--- src/rtl/mvd_cost_sel.sv ---
// rtl/mvd_cost_sel.sv - serial MVP candidate MVD cost evaluator with best-candidate select
module mvd_cost_sel #(
  parameter int FMV_W   = 10,
  parameter int MVD_W   = 11,
  parameter int NUM_MVP = 2,
  parameter int IDX_W   = 3
) (
  input  logic                 clk,
  input  logic                 rstn,
  input  logic                 start_i,
  input  logic [2*FMV_W-1:0]   mv_i,
  output logic                 busy_o,
  input  logic                 mvp_valid_i,
  output logic                 mvp_ready_o,
  input  logic [2*FMV_W-1:0]   mvp_i,
  output logic                 done_o,
  output logic [IDX_W-1:0]     best_idx_o,
  output logic [2*MVD_W-1:0]   best_mvd_o,
  output logic [7:0]           best_bits_o
);

  localparam logic [1:0] ST_IDLE  = 2'd0;
  localparam logic [1:0] ST_CAND  = 2'd1;
  localparam logic [1:0] ST_DRAIN = 2'd2;

  localparam int MVD_MAX = (1 << (MVD_W - 1)) - 1;
  localparam int MVD_MIN = -(1 << (MVD_W - 1));
  localparam logic [IDX_W-1:0] LAST_IDX = IDX_W'(NUM_MVP - 1);

  // Control state
  logic [1:0]          state_q, state_d;
  logic [IDX_W-1:0]    cnt_q, cnt_d;
  logic [2*FMV_W-1:0]  mv_q, mv_d;
  // Stage 1: clipped differences
  logic                s1_vld_q, s1_vld_d;
  logic [IDX_W-1:0]    s1_idx_q, s1_idx_d;
  logic [MVD_W-1:0]    s1_dx_q, s1_dx_d, s1_dy_q, s1_dy_d;
  // Stage 2: bit cost
  logic                s2_vld_q, s2_vld_d;
  logic [IDX_W-1:0]    s2_idx_q, s2_idx_d;
  logic [MVD_W-1:0]    s2_dx_q, s2_dx_d, s2_dy_q, s2_dy_d;
  logic [7:0]          s2_bits_q, s2_bits_d;
  // Running best of the current evaluation
  logic [IDX_W-1:0]    run_idx_q, run_idx_d;
  logic [MVD_W-1:0]    run_dx_q, run_dx_d, run_dy_q, run_dy_d;
  logic [7:0]          run_bits_q, run_bits_d;
  // Published result
  logic                done_q, done_d;
  logic [IDX_W-1:0]    out_idx_q, out_idx_d;
  logic [2*MVD_W-1:0]  out_mvd_q, out_mvd_d;
  logic [7:0]          out_bits_q, out_bits_d;

  logic accept_start;
  logic cand_acc;

  // Signed difference at FMV_W+1 bits, saturated into the MVD range
  function automatic logic [MVD_W-1:0] sat_diff(input logic [FMV_W-1:0] a,
                                                input logic [FMV_W-1:0] b);
    logic signed [FMV_W:0] d;
    int                    di;
    logic [MVD_W-1:0]      r;
    d  = $signed({a[FMV_W-1], a}) - $signed({b[FMV_W-1], b});
    di = int'(d);
    if (di > MVD_MAX)      r = MVD_MAX[MVD_W-1:0];
    else if (di < MVD_MIN) r = MVD_MIN[MVD_W-1:0];
    else                   r = di[MVD_W-1:0];
    return r;
  endfunction

  // Exp-Golomb-style length of one component: 1 for zero, else 2*msb(|d|)+3
  function automatic logic [7:0] comp_cost(input logic [MVD_W-1:0] d);
    logic [MVD_W-1:0] a;
    logic [7:0]       c;
    // The most negative value maps to 2^(MVD_W-1), which fits unsigned
    a = d[MVD_W-1] ? (~d + 1'b1) : d;
    c = 8'd1;
    for (int i = 0; i < MVD_W; i++) begin
      if (a[i]) c = 8'(2 * i + 3);
    end
    return c;
  endfunction

  assign mvp_ready_o  = (state_q == ST_CAND);
  assign busy_o       = (state_q != ST_IDLE);
  assign cand_acc     = mvp_ready_o && mvp_valid_i;
  // A start landing in the done cycle is dropped so results are never overwritten early
  assign accept_start = (state_q == ST_IDLE) && start_i && !done_q;

  // Next-state logic: FSM, candidate pipeline, running best and output capture
  always_comb begin
    state_d    = state_q;
    cnt_d      = cnt_q;
    mv_d       = mv_q;
    done_d     = 1'b0;
    out_idx_d  = out_idx_q;
    out_mvd_d  = out_mvd_q;
    out_bits_d = out_bits_q;
    run_idx_d  = run_idx_q;
    run_dx_d   = run_dx_q;
    run_dy_d   = run_dy_q;
    run_bits_d = run_bits_q;

    // Stage 1 loads every cycle; the valid bit decides whether it counts
    s1_vld_d = cand_acc;
    s1_idx_d = cnt_q;
    s1_dx_d  = sat_diff(mv_q[FMV_W-1:0], mvp_i[FMV_W-1:0]);
    s1_dy_d  = sat_diff(mv_q[2*FMV_W-1:FMV_W], mvp_i[2*FMV_W-1:FMV_W]);

    s2_vld_d  = s1_vld_q;
    s2_idx_d  = s1_idx_q;
    s2_dx_d   = s1_dx_q;
    s2_dy_d   = s1_dy_q;
    s2_bits_d = comp_cost(s1_dx_q) + comp_cost(s1_dy_q);

    // Strict less-than keeps the earlier candidate on a tie
    if (s2_vld_q && (s2_bits_q < run_bits_q)) begin
      run_idx_d  = s2_idx_q;
      run_dx_d   = s2_dx_q;
      run_dy_d   = s2_dy_q;
      run_bits_d = s2_bits_q;
    end

    case (state_q)
      ST_IDLE: begin
        if (accept_start) begin
          mv_d       = mv_i;
          cnt_d      = '0;
          run_idx_d  = '0;
          run_bits_d = 8'hFF;
          state_d    = ST_CAND;
        end
      end
      ST_CAND: begin
        if (cand_acc) begin
          cnt_d = cnt_q + 1'b1;
          if (cnt_q == LAST_IDX) state_d = ST_DRAIN;
        end
      end
      ST_DRAIN: begin
        if (!s1_vld_q && !s2_vld_q) begin
          done_d     = 1'b1;
          out_idx_d  = run_idx_q;
          out_mvd_d  = {run_dy_q, run_dx_q};
          out_bits_d = run_bits_q;
          state_d    = ST_IDLE;
        end
      end
      default: state_d = ST_IDLE;
    endcase
  end

  // State registers; reset aborts any evaluation in flight without a done pulse
  always_ff @(posedge clk or negedge rstn) begin
    if (!rstn) begin
      state_q    <= ST_IDLE;
      cnt_q      <= '0;
      mv_q       <= '0;
      s1_vld_q   <= 1'b0;
      s1_idx_q   <= '0;
      s1_dx_q    <= '0;
      s1_dy_q    <= '0;
      s2_vld_q   <= 1'b0;
      s2_idx_q   <= '0;
      s2_dx_q    <= '0;
      s2_dy_q    <= '0;
      s2_bits_q  <= '0;
      run_idx_q  <= '0;
      run_dx_q   <= '0;
      run_dy_q   <= '0;
      run_bits_q <= 8'hFF;
      done_q     <= 1'b0;
      out_idx_q  <= '0;
      out_mvd_q  <= '0;
      out_bits_q <= '0;
    end else begin
      state_q    <= state_d;
      cnt_q      <= cnt_d;
      mv_q       <= mv_d;
      s1_vld_q   <= s1_vld_d;
      s1_idx_q   <= s1_idx_d;
      s1_dx_q    <= s1_dx_d;
      s1_dy_q    <= s1_dy_d;
      s2_vld_q   <= s2_vld_d;
      s2_idx_q   <= s2_idx_d;
      s2_dx_q    <= s2_dx_d;
      s2_dy_q    <= s2_dy_d;
      s2_bits_q  <= s2_bits_d;
      run_idx_q  <= run_idx_d;
      run_dx_q   <= run_dx_d;
      run_dy_q   <= run_dy_d;
      run_bits_q <= run_bits_d;
      done_q     <= done_d;
      out_idx_q  <= out_idx_d;
      out_mvd_q  <= out_mvd_d;
      out_bits_q <= out_bits_d;
    end
  end

  assign done_o      = done_q;
  assign best_idx_o  = out_idx_q;
  assign best_mvd_o  = out_mvd_q;
  assign best_bits_o = out_bits_q;

endmodule

--- config.mk ---
export PLATFORM = sky130hd
export DESIGN_NAME = mvd_cost_sel
export DESIGN_NICKNAME = d
export VERILOG_FILES = /design/src/rtl/mvd_cost_sel.sv
export SDC_FILE = /design/constraint.sdc
export NUM_CORES = 1
export LEC_CHECK = 0
export CAP_MARGIN = 20
export CELL_PAD_IN_SITES_DETAIL_PLACEMENT = 2
export CELL_PAD_IN_SITES_GLOBAL_PLACEMENT = 2
export CORE_ASPECT_RATIO = 1.75
export CORE_UTILIZATION = 32
export DETAILED_ROUTE_END_ITERATION = 7
export PLACE_DENSITY_LB_ADDON = 0.3
export SLEW_MARGIN = 20
export SYNTH_ARGS = -nofsm -noshare
export SYNTH_HDL_FRONTEND = slang
export SYNTH_SLANG_ARGS = --single-unit
--- constraint.sdc ---
create_clock -name clk -period 4.12 [get_ports clk]
set_clock_uncertainty 0.2 [all_clocks]
set_input_delay 0.824 -clock clk [delete_from_list [all_inputs] [get_ports clk]]
set_output_delay 0.824 -clock clk [all_outputs]
set_load 0.01 [all_outputs]
Word-level counts from Yosys, hierarchy flattened:

Index checks and enable logic that the tools add are counted.

* register bits: 152
* output and inout port bits: 36
* word-level logic and storage cells: 99

* $add $sub $neg: 6
* magnitude comparators: 5
* equality and inequality tests: 7
* multiplexer cells: 44
* bitwise logic cells: 2
* reduce and logical (&&, ||, !) cells: 15

Operator list (number)
* 2-to-1 mux 8 bit: 23
* 2-to-1 mux 11 bit: 6
* adder 11 x 1 -> 11 bit (second input constant): 2
* greater-than comparator 11 bit (second input constant): 2
* less-than comparator 11 bit (second input constant): 2
* inverter 11 bit: 2
* subtractor 10 x 10 -> 11 bit: 2
* 2-to-1 mux 3 bit: 5
* 2-to-1 mux 2 bit: 6
* adder 8 bit: 1
* less-than comparator 8 bit: 1
* one-hot mux 2 bit (3 select lines): 1
* one-hot mux 3 bit (2 select lines): 1
* logical AND 1 bit: 5
* inequality test 2 x 1 -> 1 bit (second input constant): 2
* inequality test 2 bit (second input constant): 2
* AND reduction 2 bit: 2
* AND reduction 4 bit: 1
* nonzero test 2 bit: 2
* adder 3 x 1 -> 3 bit (second input constant): 1
* equality test 3 x 1 -> 1 bit (second input constant): 1
* zero test 1 bit: 3
* AND reduction 3 bit: 1
* equality test 2 x 1 -> 1 bit (second input constant): 1
* 3 further kinds: 4

Logic depth before layout (Yosys ltp):

Gate-level depths: netlist of the first run.

* word-level depth: 15
* depth in mapped cells: 13
* gate-level depth less buffers: 13

Worst setup path after synthesis of the first run:

Ideal clock, no wire load.

* path kind: reg2reg
* start: register s1_dy_q[1]
* end: register s2_bits_q[4]
* arrival time: 2.779 ns
* setup slack: 1.061 ns
* stages on the path, launching flop included: 12
* buffers on the path: 0
* period minus slack after synthesis: 3.059 ns
* cells stage by stage: dfrtp_1 -> inv_1 -> ha_1 -> or4b_1 -> o31a_1 -> o32ai_1 -> a21oi_1 -> or2_1 -> ha_1 -> a21o_1 -> a21oi_1 -> xnor2_1

* longest elaborated chain between the ends: 14

RTL lines
* from (decl): RTL line 37 `logic [MVD_W-1:0] s1_dx_q, s1_dx_d, s1_dy_q, s1_dy_d;`
* from (signal assigned): RTL line 182 `s1_dy_q <= s1_dy_d;`
* inverter 11 bit: RTL line 75 `a = d[MVD_W-1] ? (~d + 1'b1) : d;`
* adder 11 x 1 -> 11 bit: RTL line 75
* 2-to-1 mux 11 bit *: RTL line 75
* 2-to-1 mux 8 bit (9 in series): RTL line 78 `if (a[i]) c = 8'(2 * i + 3);`
* 2-to-1 mux 8 bit *: RTL line 78
* adder 8 bit *: RTL line 113 `s2_bits_d = comp_cost(s1_dx_q) + comp_cost(s1_dy_q);`
* net s2_bits_d[4]: RTL line 42 `logic [7:0] s2_bits_q, s2_bits_d;`
* to (signal assigned): RTL line 187 `s2_bits_q <= s2_bits_d;`
* to (decl): RTL line 42

The timed path passes the listed nets; every way through them passes the cells marked *.
A chain may end at the register's enable or synchronous reset.

Worst setup path in the final report of the first run:

* start: register s1_dy_q[1]
* end: register s2_bits_q[5]

Same word-level chain as after synthesis.

==> results of run 1 <==
-- final timing paths --
path / start / endpoint / slack [ns] / cells past startpoint
worst max-delay path: s1_dy_q[1]$_DFF_PN0_ / s2_bits_q[5]$_DFF_PN0_ / 0.63 / 13
worst min-delay path: s1_idx_q[1]$_DFF_PN0_ / s2_idx_q[1]$_DFF_PN0_ / 0.15 / 0
worst max register to register: s1_dy_q[1]$_DFF_PN0_ / s2_bits_q[5]$_DFF_PN0_ / 0.63 / 13
worst min register to register: s1_idx_q[1]$_DFF_PN0_ / s2_idx_q[1]$_DFF_PN0_ / 0.15 / 0
max in group asynchronous: rstn / run_dy_q[9]$_DFFE_PN0P_ / 2.68 / 2
min in group asynchronous: rstn / run_idx_q[2]$_DFF_PN0_ / 0.23 / 1
-- worst max-delay path, cell delays in order, from the launching register on --
cell and delay, ns:
dfrtp_1 0.47, inv_1 0.13, ha_1 0.28, or4b_1 0.55
nor2_1 0.23, nand2_1 0.09, mux2_2 0.28, o221a_1 0.21
o21ai_1 0.18, ha_1 0.22, fa_1 0.21, nor2b_1 0.06
o21ai_0 0.19, nand2b_1 0.08
-- through the flow --
| stage | cell area (um2) | hold WS, ns |
|---|---|---|
| final | 8850 | 0.1456 |
| after detailed placement | 8212 | 0.1356 |
| after global placement | 8212 | 0.1379 |
| after floorplan | 7076 | 0.1312 |
| after CTS | 8850 | 0.1465 |
| after global routing | 8850 | 0.1572 |
-- final cells by class --
class	count	share of cell area, %
Sequential cell	149	42.25
Multi-Input combinational cell	422	34.68
Timing Repair Buffer	85	9.741
Clock buffer	19	5.005
Tap cell	292	4.128
Clock inverter	13	2.206
Inverter	47	1.993
-- registers in the layout, indices dropped and copies added, names as in the netlist, 2 cells and up --
signal       flops
best_mvd_o      22
mv_q            20
run_dx_q        11
run_dy_q        11
s1_dx_q         11
s1_dy_q         11
s2_dx_q         11
s2_dy_q         11
best_bits_o      8
run_bits_q       8
s2_bits_q        5
best_idx_o       3
cnt_q            3
run_idx_q        3
s1_idx_q         3
s2_idx_q         3
state_q          2
-- cell families after synthesis --
logic type                 synth area share [%]
xor gates and xnor gates                  2.476
buffers and inverters                     4.085
muxes                                     10.47
and+or+nand+nor                           13.16
DFF                                       52.84
adders and majority gates                 6.684
AOI/OAI and AO/OA                         10.29
-- layer usage --
| metal | part of all wire (%) | vias to the layer above | GRT usage [%] |
|---|---|---|---|
| met5 | 0 | - | 0 |
| met1 | 36 | 2550 | 16.44 |
| li1 | - | 2364 | - |
| met4 | 2.4 | 0 | 7.696 |
| met2 | 59 | 73 | 32.68 |
| met3 | 2.1 | 25 | 3.047 |
-- power by group through the flow --
stage          Clock (uW)  Sequential [uW]  Combinational (uW)
6_report             1680             2860                3120
5_1_grt              1770             2990                3490
4_1_cts              1730             2890                3210
3_5_place_dp            0             2910                3160
3_3_place_gp            0             2840                2960
2_1_floorplan           0             2650                2200
-- cell usage after synthesis (3+ instances only) --
master    count
dfrtp_1     141
nand2_1      88
mux2_2       56
inv_1        47
ha_1         33
nor2_1       32
o21ai_0      28
a21oi_1      21
clkbuf_1     20
xnor2_1      14
nor2b_1      13
mux2i_1      11
nand2b_1     10
dfstp_2       8
nor3_1        7
a21o_1        6
nand3_1       6
nor4_1        6
o211ai_1      6
o21ai_1       6
or2_2         6
xor2_1        6
nand3b_1      4
o31ai_1       4
buf_2         3
fa_1          3
o21a_1        3
o32ai_1       3
o41ai_1       3
or2_1         3
==> flow_metrics.tcl, run 1 <==
set metrics [dict create \
    grt_usage_pct 16.64 \
    areaGrowthSynthToFinish_pct 25.08 \
    critPathRequiredTime_ns 4.23 \
    hold_path.class "reg -> reg" \
    instances_no_fill 1027 \
    core_region_area_um2 21590 \
    synth_nets 723 \
    endpoint_kind "flop" \
    dpl.hpwl_um 12570 \
    cp.arrival_ns 3.61 \
    status "finished, final reports clean" \
    rsz0062_at_grt "false" \
    critPathKind "reg -> reg" \
    grt_pass1_wl_um 28850 \
    postRouteAntennaNets 0 \
    fillers 2273 \
    tightest_slew_ns 0.9988 \
    post-place-cells 995 \
    clock-root-buffer "clkbuf_16" \
    ys_seq_elements 149 \
    drv_cap 0 \
    seqPwrFrac_pct 37.4 \
    synth_top_area_cell "dfrtp_1" \
    grt_pass1_vias 5770 \
    grt_remaining_overflow 0 \
    power.internal_uw 4848 \
    pre_cts_slack_ns 0.5761 \
    cts_hold_buf 0 \
    synth_top_cell_area_share_pct 49.87 \
    port_buffers 79 \
    hold_violations 0 \
    power_leakage_uw 0.003939 \
    final_core_util_pct 41.00 \
    period_share_pct 84.81 \
    p_comb_share_pct 40.8 \
    post_cts_resized 0 \
    place_congestion 0.8059 \
    ys_seq_area_share_pct 52.84 \
    numCtsBuffers 17 \
    final_common_cell "dfrtp_1" \
    drc 0 \
    viasPerCell 4.880 \
    multiInputGateArea_um2 3069 \
    initial_core_util_pct 32.78 \
    synth_edf_count 0 \
    die_y_um 198.7 \
    totalWireLength_um 17060 \
    die_x_um 114.4 \
    htreeDepth 4 \
    drt_iter0_drc 172 \
    cts_tree "built" \
    postCtsSetupRepairBufs 0 \
    vias 5012 \
    synth.cell_area_um2 7076 \
    die_area_um2 22730 \
    clock_power_share_pct 21.9 \
    synth_cell_types 62 \
    crit_fanout 8 \
    wire_per_inst_um 16.61 \
    netSwitchingFraction_pct 36.75 \
    async_reset_ff_share_pct 100.0 \
    rows 71 \
    path_clk_slew_ns 0.07 \
    finalSetupTns_ns 0 \
    p_sw_uw 2817 \
    synth.area.top_cells "dfrtp_1, mux2_2, ha_1" \
    regArea_um2 3739 \
    max_slew_margin_pct 33.05 \
    num_antenna_cells 0 \
    setup_viol 0 \
    cp-start-kind "flop" \
    final_cell_mix "dfrtp_1, nand2_1, clkdlybuf4s50_1" \
    firstDrtPassIters 4 \
    nets 802 \
    insertion_delay_ns 0.43 \
    fin_ws_ns 0.6259 \
    synth_ff_type "dfrtp_1" \
    yosysWarnings 0 \
    antenna_found_initial 0 \
    total_power_uw 7665 \
    drv_slew 0 \
    ir_worst_vdd_v 0.0002494 \
    fmax_mhz 286.2 \
    num_io_pins 80 \
    clkSinkCount 149 \
    grt_max_degree 85 \
    p_per_area_nw_per_um2 866.1 \
    period_needed_ns 3.494 \
    drive_above_1_share_pct 16.46 \
    clockBufferDepth 2 \
    syn_area_per_cell_um2 11.00 \
    syn_inst 643 \
]
No activity file was read; power rests on OpenSTA's default activity.
==> run 2: changes to the inputs <==
- clock period: 4.12 -> 2.95 ns (I/O delays scaled with it)
==> flow_metrics.tcl, run 2 (synthesis results as in run 1) <==
set metrics [dict create \
    postRouteAntennaNets 0 \
    die_y_um 198.7 \
    crit_family "simple AND/OR/NAND/NOR gates" \
    dr_wl_met3_um 404 \
    holdWs_ns 0.1626 \
    worstHoldPathCells 0 \
    totalWireLength_um 18460 \
    critPathRequiredTime_ns 3.12 \
    final_cell_mix "dfrtp_1, nand2_1, clkdlybuf4s50_1" \
    drv_cap 0 \
    cp.depth 13 \
    numCtsBuffers 17 \
    cp-start-kind "flop" \
    setup_viol 4 \
    crit_fanout 3 \
    largest_register_ffs 22 \
    ir_worst_vdd_v 0.0003606 \
    dpl.hpwl_um 13400 \
    grt_pass1_vias 6023 \
    max_slew_margin_pct 54.42 \
    hold_path.class "reg -> reg" \
    clock-root-buffer "clkbuf_16" \
    finalSetupTns_ns -0.3155 \
    port_buffers 79 \
    power_leakage_uw 0.004218 \
    endpoint_kind "flop" \
    grt_remaining_overflow 0 \
    fmax_mhz 326.7 \
    drt_iter0_drc 119 \
    hold_violations 0 \
    clockBufferDepth 2 \
    die_area_um2 22730 \
    drv_slew 0 \
    htreeDepth 4 \
    p_per_area_nw_per_um2 1240 \
    period_share_pct 103.8 \
    placedInstanceArea_um2 8586 \
    cp_slowest_cell "or4b_4" \
    areaGrowthSynthToFinish_pct 33.10 \
    wire_per_inst_um 17.16 \
    cts_tree "built" \
    insertion_delay_ns 0.44 \
    cp_cell_sequence "inv_2 > ha_4 > or4b_4 > or2_4 > nand2_2 > xor2_2 > a41oi_2 > o2bb2ai_2 > ha_2 > fa_2 > nor2b_4 > o21ai_2 > nand2b_1" \
    num_antenna_cells 0 \
    cp.buffers_inverters 1 \
    place_congestion 0.7717 \
    clkSinkCount 149 \
    firstDrtPassIters 4 \
    die_x_um 114.4 \
    stdcell_area_um2 9418 \
    rows 71 \
    drive_above_1_share_pct 24.87 \
    antenna_found_initial 0 \
    reg2regPathDepth 13 \
    drc 0 \
    status "complete, but fails checks" \
    tightest_slew_ns 0.6837 \
    violations "setup timing" \
    grt_usage_pct 17.78 \
    core_region_area_um2 21590 \
    critPathKind "reg -> reg" \
    path_clk_slew_ns 0.06 \
    wl_met2_um 11060 \
    routed.top_layer "met4" \
    max_stage_delay_ns 0.49 \
    final_common_cell "dfrtp_1" \
    initial_core_util_pct 32.78 \
    period_needed_ns 3.061 \
    vias 5272 \
    num_io_pins 80 \
    cp.arrival_ns 3.23 \
    grt_max_degree 70 \
    grt_pass1_wl_um 30460 \
    rsz0062_at_grt "true" \
    viasPerCell 4.900 \
    fin_ws_ns -0.1107 \
    met1Wirelength_um 6598 \
    nets 852 \
]
-- run 2: cell count changes in the layout (fill, tap and decap cells not counted), sizes merged --
cell / delta
dlygate4sd3: +1
clkinv: +1
inv: -2
buf: +49
clkinvlp: -1
bufinv: +1
-- run 2: final timing paths --
kind                                       start                   endpoint  slack [ns]
max                         s1_dx_q[0]$_DFF_PN0_     s2_bits_q[5]$_DFF_PN0_       -0.11
min                        s1_idx_q[1]$_DFF_PN0_      s2_idx_q[1]$_DFF_PN0_        0.16
max reg2reg                 s1_dx_q[0]$_DFF_PN0_     s2_bits_q[5]$_DFF_PN0_       -0.11
min reg2reg                s1_idx_q[1]$_DFF_PN0_      s2_idx_q[1]$_DFF_PN0_        0.16
max in group asynchronous                   rstn    run_bits_q[0]$_DFF_PN1_        1.49
min in group asynchronous                   rstn  best_idx_o[0]$_DFFE_PN0P_        0.38
-- run 2: layout make-up --
cell class,count,area (um2)
inverters,47,176.4
fillers,2242,12170
well taps,292,365.4
clock inverters,12,202.7
clock buffers,19,432.9
repair buffers,135,1276
flip-flops and latches,149,3739
multi-input cells,422,3226
-- run 2: metrics by stage --
stage / std cells / setup WS [ns] / total power (uW) / util (%)
6_report: 1076 / -0.1107 / 11680 / 43.63
5_1_grt: 1076 / -0.2591 / 12550 / 43.63
4_1_cts: 1074 / -0.2130 / 11740 / 43.19
3_5_place_dp: 1039 / -0.2781 / 9045 / 39.77
3_3_place_gp: 1039 / -0.1220 / 8608 / 39.77
2_1_floorplan: 643 / -0.01634 / 6807 / -
-- run 2: timing repair --
| item | CTS | global route |
|---|---|---|
| setup endpoints to repair | 4 | 5 |
| gates resized for setup | 19 | 17 |
| buffers inserted | 3 | 2 |
| hold buffers | 1 | 0 |
| endpoints found under the hold margin | 23 | 0 |
| pin swaps | 11 | 14 |
-- run 2: where the power goes --
| part | internal, uW | switching [uW] | total (uW) |
|---|---|---|---|
| registers | 3110 | 716 | 3820 |
| clock network | 1500 | 883 | 2380 |
| logic | 2800 | 2670 | 5470 |
-- run 2: metal layers --
metal	GRT usage (%)	vias to the layer above
met4	7.071	0
li1	-	2466
met1	16.92	2714
met3	3.809	23
met2	35.78	69
met5	0	-
==> run 3: changes to the inputs <==
--- a/config.mk
+++ b/config.mk
@@ -10,6 +10,7 @@
 export CELL_PAD_IN_SITES_GLOBAL_PLACEMENT = 2
 export CORE_ASPECT_RATIO = 1.75
-export CORE_UTILIZATION = 32
+export CORE_UTILIZATION = 34
 export DETAILED_ROUTE_END_ITERATION = 7
+export GPL_TIMING_DRIVEN = 0
 export PLACE_DENSITY_LB_ADDON = 0.3
 export SLEW_MARGIN = 20
--- a/constraint.sdc
+++ b/constraint.sdc
@@ -3,3 +3,3 @@
 set_input_delay 0.59 -clock clk [delete_from_list [all_inputs] [get_ports clk]]
 set_output_delay 0.59 -clock clk [all_outputs]
-set_load 0.01 [all_outputs]
+set_load 0.05 [all_outputs]
==> flow_metrics.tcl, run 3 (synthesis results as in run 1) <==
set metrics [dict create \
    power_leakage_uw 0.004051 \
    initial_core_util_pct 34.73 \
    num_antenna_cells 0 \
    insertion_delay_ns 0.43 \
    die_y_um 192.8 \
    grt_pass1_wl_um 30950 \
    period_needed_ns 3.085 \
    netSwitchingFraction_pct 42.05 \
    placedInstanceArea_um2 8233 \
    post-place-cells 971 \
    instances_no_fill 1015 \
    firstDrtPassIters 8 \
    rsz0062_at_grt "true" \
    fmax_mhz 324.2 \
    p_sw_uw 5008 \
    port_buffers 79 \
    max_slew_margin_pct 49.88 \
    viasPerCell 5.128 \
    finalSetupTns_ns -0.4530 \
    final_cell_mix "dfrtp_1, nand2_1, clkdlybuf4s50_1" \
    cp-start-kind "flop" \
    wire_per_inst_um 18.69 \
    totalWireLength_um 18970 \
    numCtsBuffers 17 \
    rrSetupSlack_ns -0.13 \
    nets 834 \
    path_clk_slew_ns 0.06 \
    rows 69 \
    period_share_pct 104.6 \
    clock_power_share_pct 18.4 \
    grt_remaining_overflow 0 \
    status "complete, but fails checks" \
    grt_pass1_vias 5929 \
    endpoint_kind "flop" \
    clkSinkCount 149 \
    cp.arrival_ns 3.25 \
    die_area_um2 21410 \
    p_per_area_nw_per_um2 1305 \
    drt_iter0_drc 193 \
    largest_register_ffs 22 \
    critPathRequiredTime_ns 3.12 \
    clock-root-buffer "clkbuf_16" \
    seqPwrFrac_pct 32.9 \
    hold_violations 0 \
    num_io_pins 80 \
    drive_above_1_share_pct 22.95 \
    worstHoldPathCells 0 \
    postRouteAntennaNets 0 \
    ir_worst_vdd_v 0.0004477 \
    min_to "s2_idx_q[2]$_DFF_PN0_" \
    cts_tree "built" \
    hold_start "s1_idx_q[2]$_DFF_PN0_" \
    reg2regPathDepth 13 \
    total_power_uw 11910 \
    final_common_cell "dfrtp_1" \
    crit_fanout 4 \
    rr_startpoint "s1_dx_q[1]$_DFF_PN0_" \
    critPathKind "reg -> reg" \
    tightest_slew_ns 0.7421 \
    grt_use_met2_pct 38.36 \
    violations "DRC, setup timing" \
    drv_slew 0 \
    worst_r2r_endpoint "s2_bits_q[5]$_DFF_PN0_" \
    setup_viol 4 \
    hold_path.class "reg -> reg" \
    grt_usage_pct 18.94 \
    die_x_um 111.1 \
    core_region_area_um2 20370 \
    use_met1_pct 18.50 \
    use_met3_pct 2.827 \
    stdcell_area_um2 9123 \
    clockBufferDepth 2 \
    htreeDepth 4 \
    antenna_found_initial 0 \
    drv_cap 0 \
    vias 5205 \
    power.internal_uw 6900 \
    holdWs_ns 0.1511 \
    dpl.hpwl_um 13810 \
    drc 11 \
    busiest_layer "met2" \
    areaGrowthSynthToFinish_pct 28.93 \
    p_comb_share_pct 48.7 \
    place_congestion 0.7923 \
    grt_max_degree 84 \
    fin_ws_ns -0.1347 \
]
run 3: how the worst max path moves through the flow:
stage                               from  slack, ns  cells after the start                   endpoint
finish              s1_dx_q[1]$_DFF_PN0_      -0.13                     13     s2_bits_q[5]$_DFF_PN0_
global route        s1_dy_q[1]$_DFF_PN0_      -0.32                     11     s2_bits_q[5]$_DFF_PN0_
CTS                 s1_dx_q[2]$_DFF_PN0_      -0.16                     12     s2_bits_q[5]$_DFF_PN0_
detailed placement  s1_dy_q[1]$_DFF_PN0_      -0.55                     13     s2_bits_q[5]$_DFF_PN0_
global placement                    rstn      -4.78                      1  best_idx_o[0]$_DFFE_PN0P_
floorplan           s1_dy_q[1]$_DFF_PN0_      -0.02                     11     s2_bits_q[4]$_DFF_PN0_
run 3: power by group through the flow:
stage / sequential [uW] / combinational (uW) / clock [uW]
final: 3910 / 5800 / 2190
after global routing: 4060 / 6330 / 2310
after CTS: 3880 / 5790 / 2240
after detailed placement: 3890 / 5460 / 0
after global placement: 3800 / 5140 / 0
after floorplan: 4370 / 3160 / 0
run 3: routing by layer:
layer,share of wire [%],vias to the layer above
li1,-,2431
met1,36,2663
met2,59,82
met3,2.5,29
met4,2.2,0
met5,0,-
run 3: cell type report:
type,instances,area [um2]
buffer,20,81.33
clock buffer,21,470.5
multi-input combinational,422,3262
clock inverter,11,121.4
tap,248,310.3
sequential,149,3747
timing repair buffer,97,953.4
inverter,47,176.4
fill,2104,11250
run 3: metrics by stage:
stage	utilization [%]	setup WS, ns
finish	44.77	-0.1347
detailed placement	40.41	-0.5534
global placement	40.22	-4.784
CTS	44.37	-0.1605
global route	44.77	-0.3163
floorplan	-	-0.01634
run 3: repair_timing:
action,4_1_cts,5_1_grt
gates resized for setup,34,17
setup endpoints to repair,24,13
endpoints found under the hold margin,66,0
hold buffers,1,0
buffers inserted,13,3
pin swaps,12,9
run 3: critical path, stage by stage, from the launching register on:
cell	delay, ns
dfrtp_2	0.43
inv_1	0.11
ha_4	0.14
or4b_4	0.49
or2_4	0.27
nand2_1	0.08
xor2_1	0.08
a41oi_2	0.28
o2bb2ai_2	0.10
ha_2	0.20
fa_2	0.37
nor2b_1	0.12
o21ai_1	0.06
nand2b_1	0.07
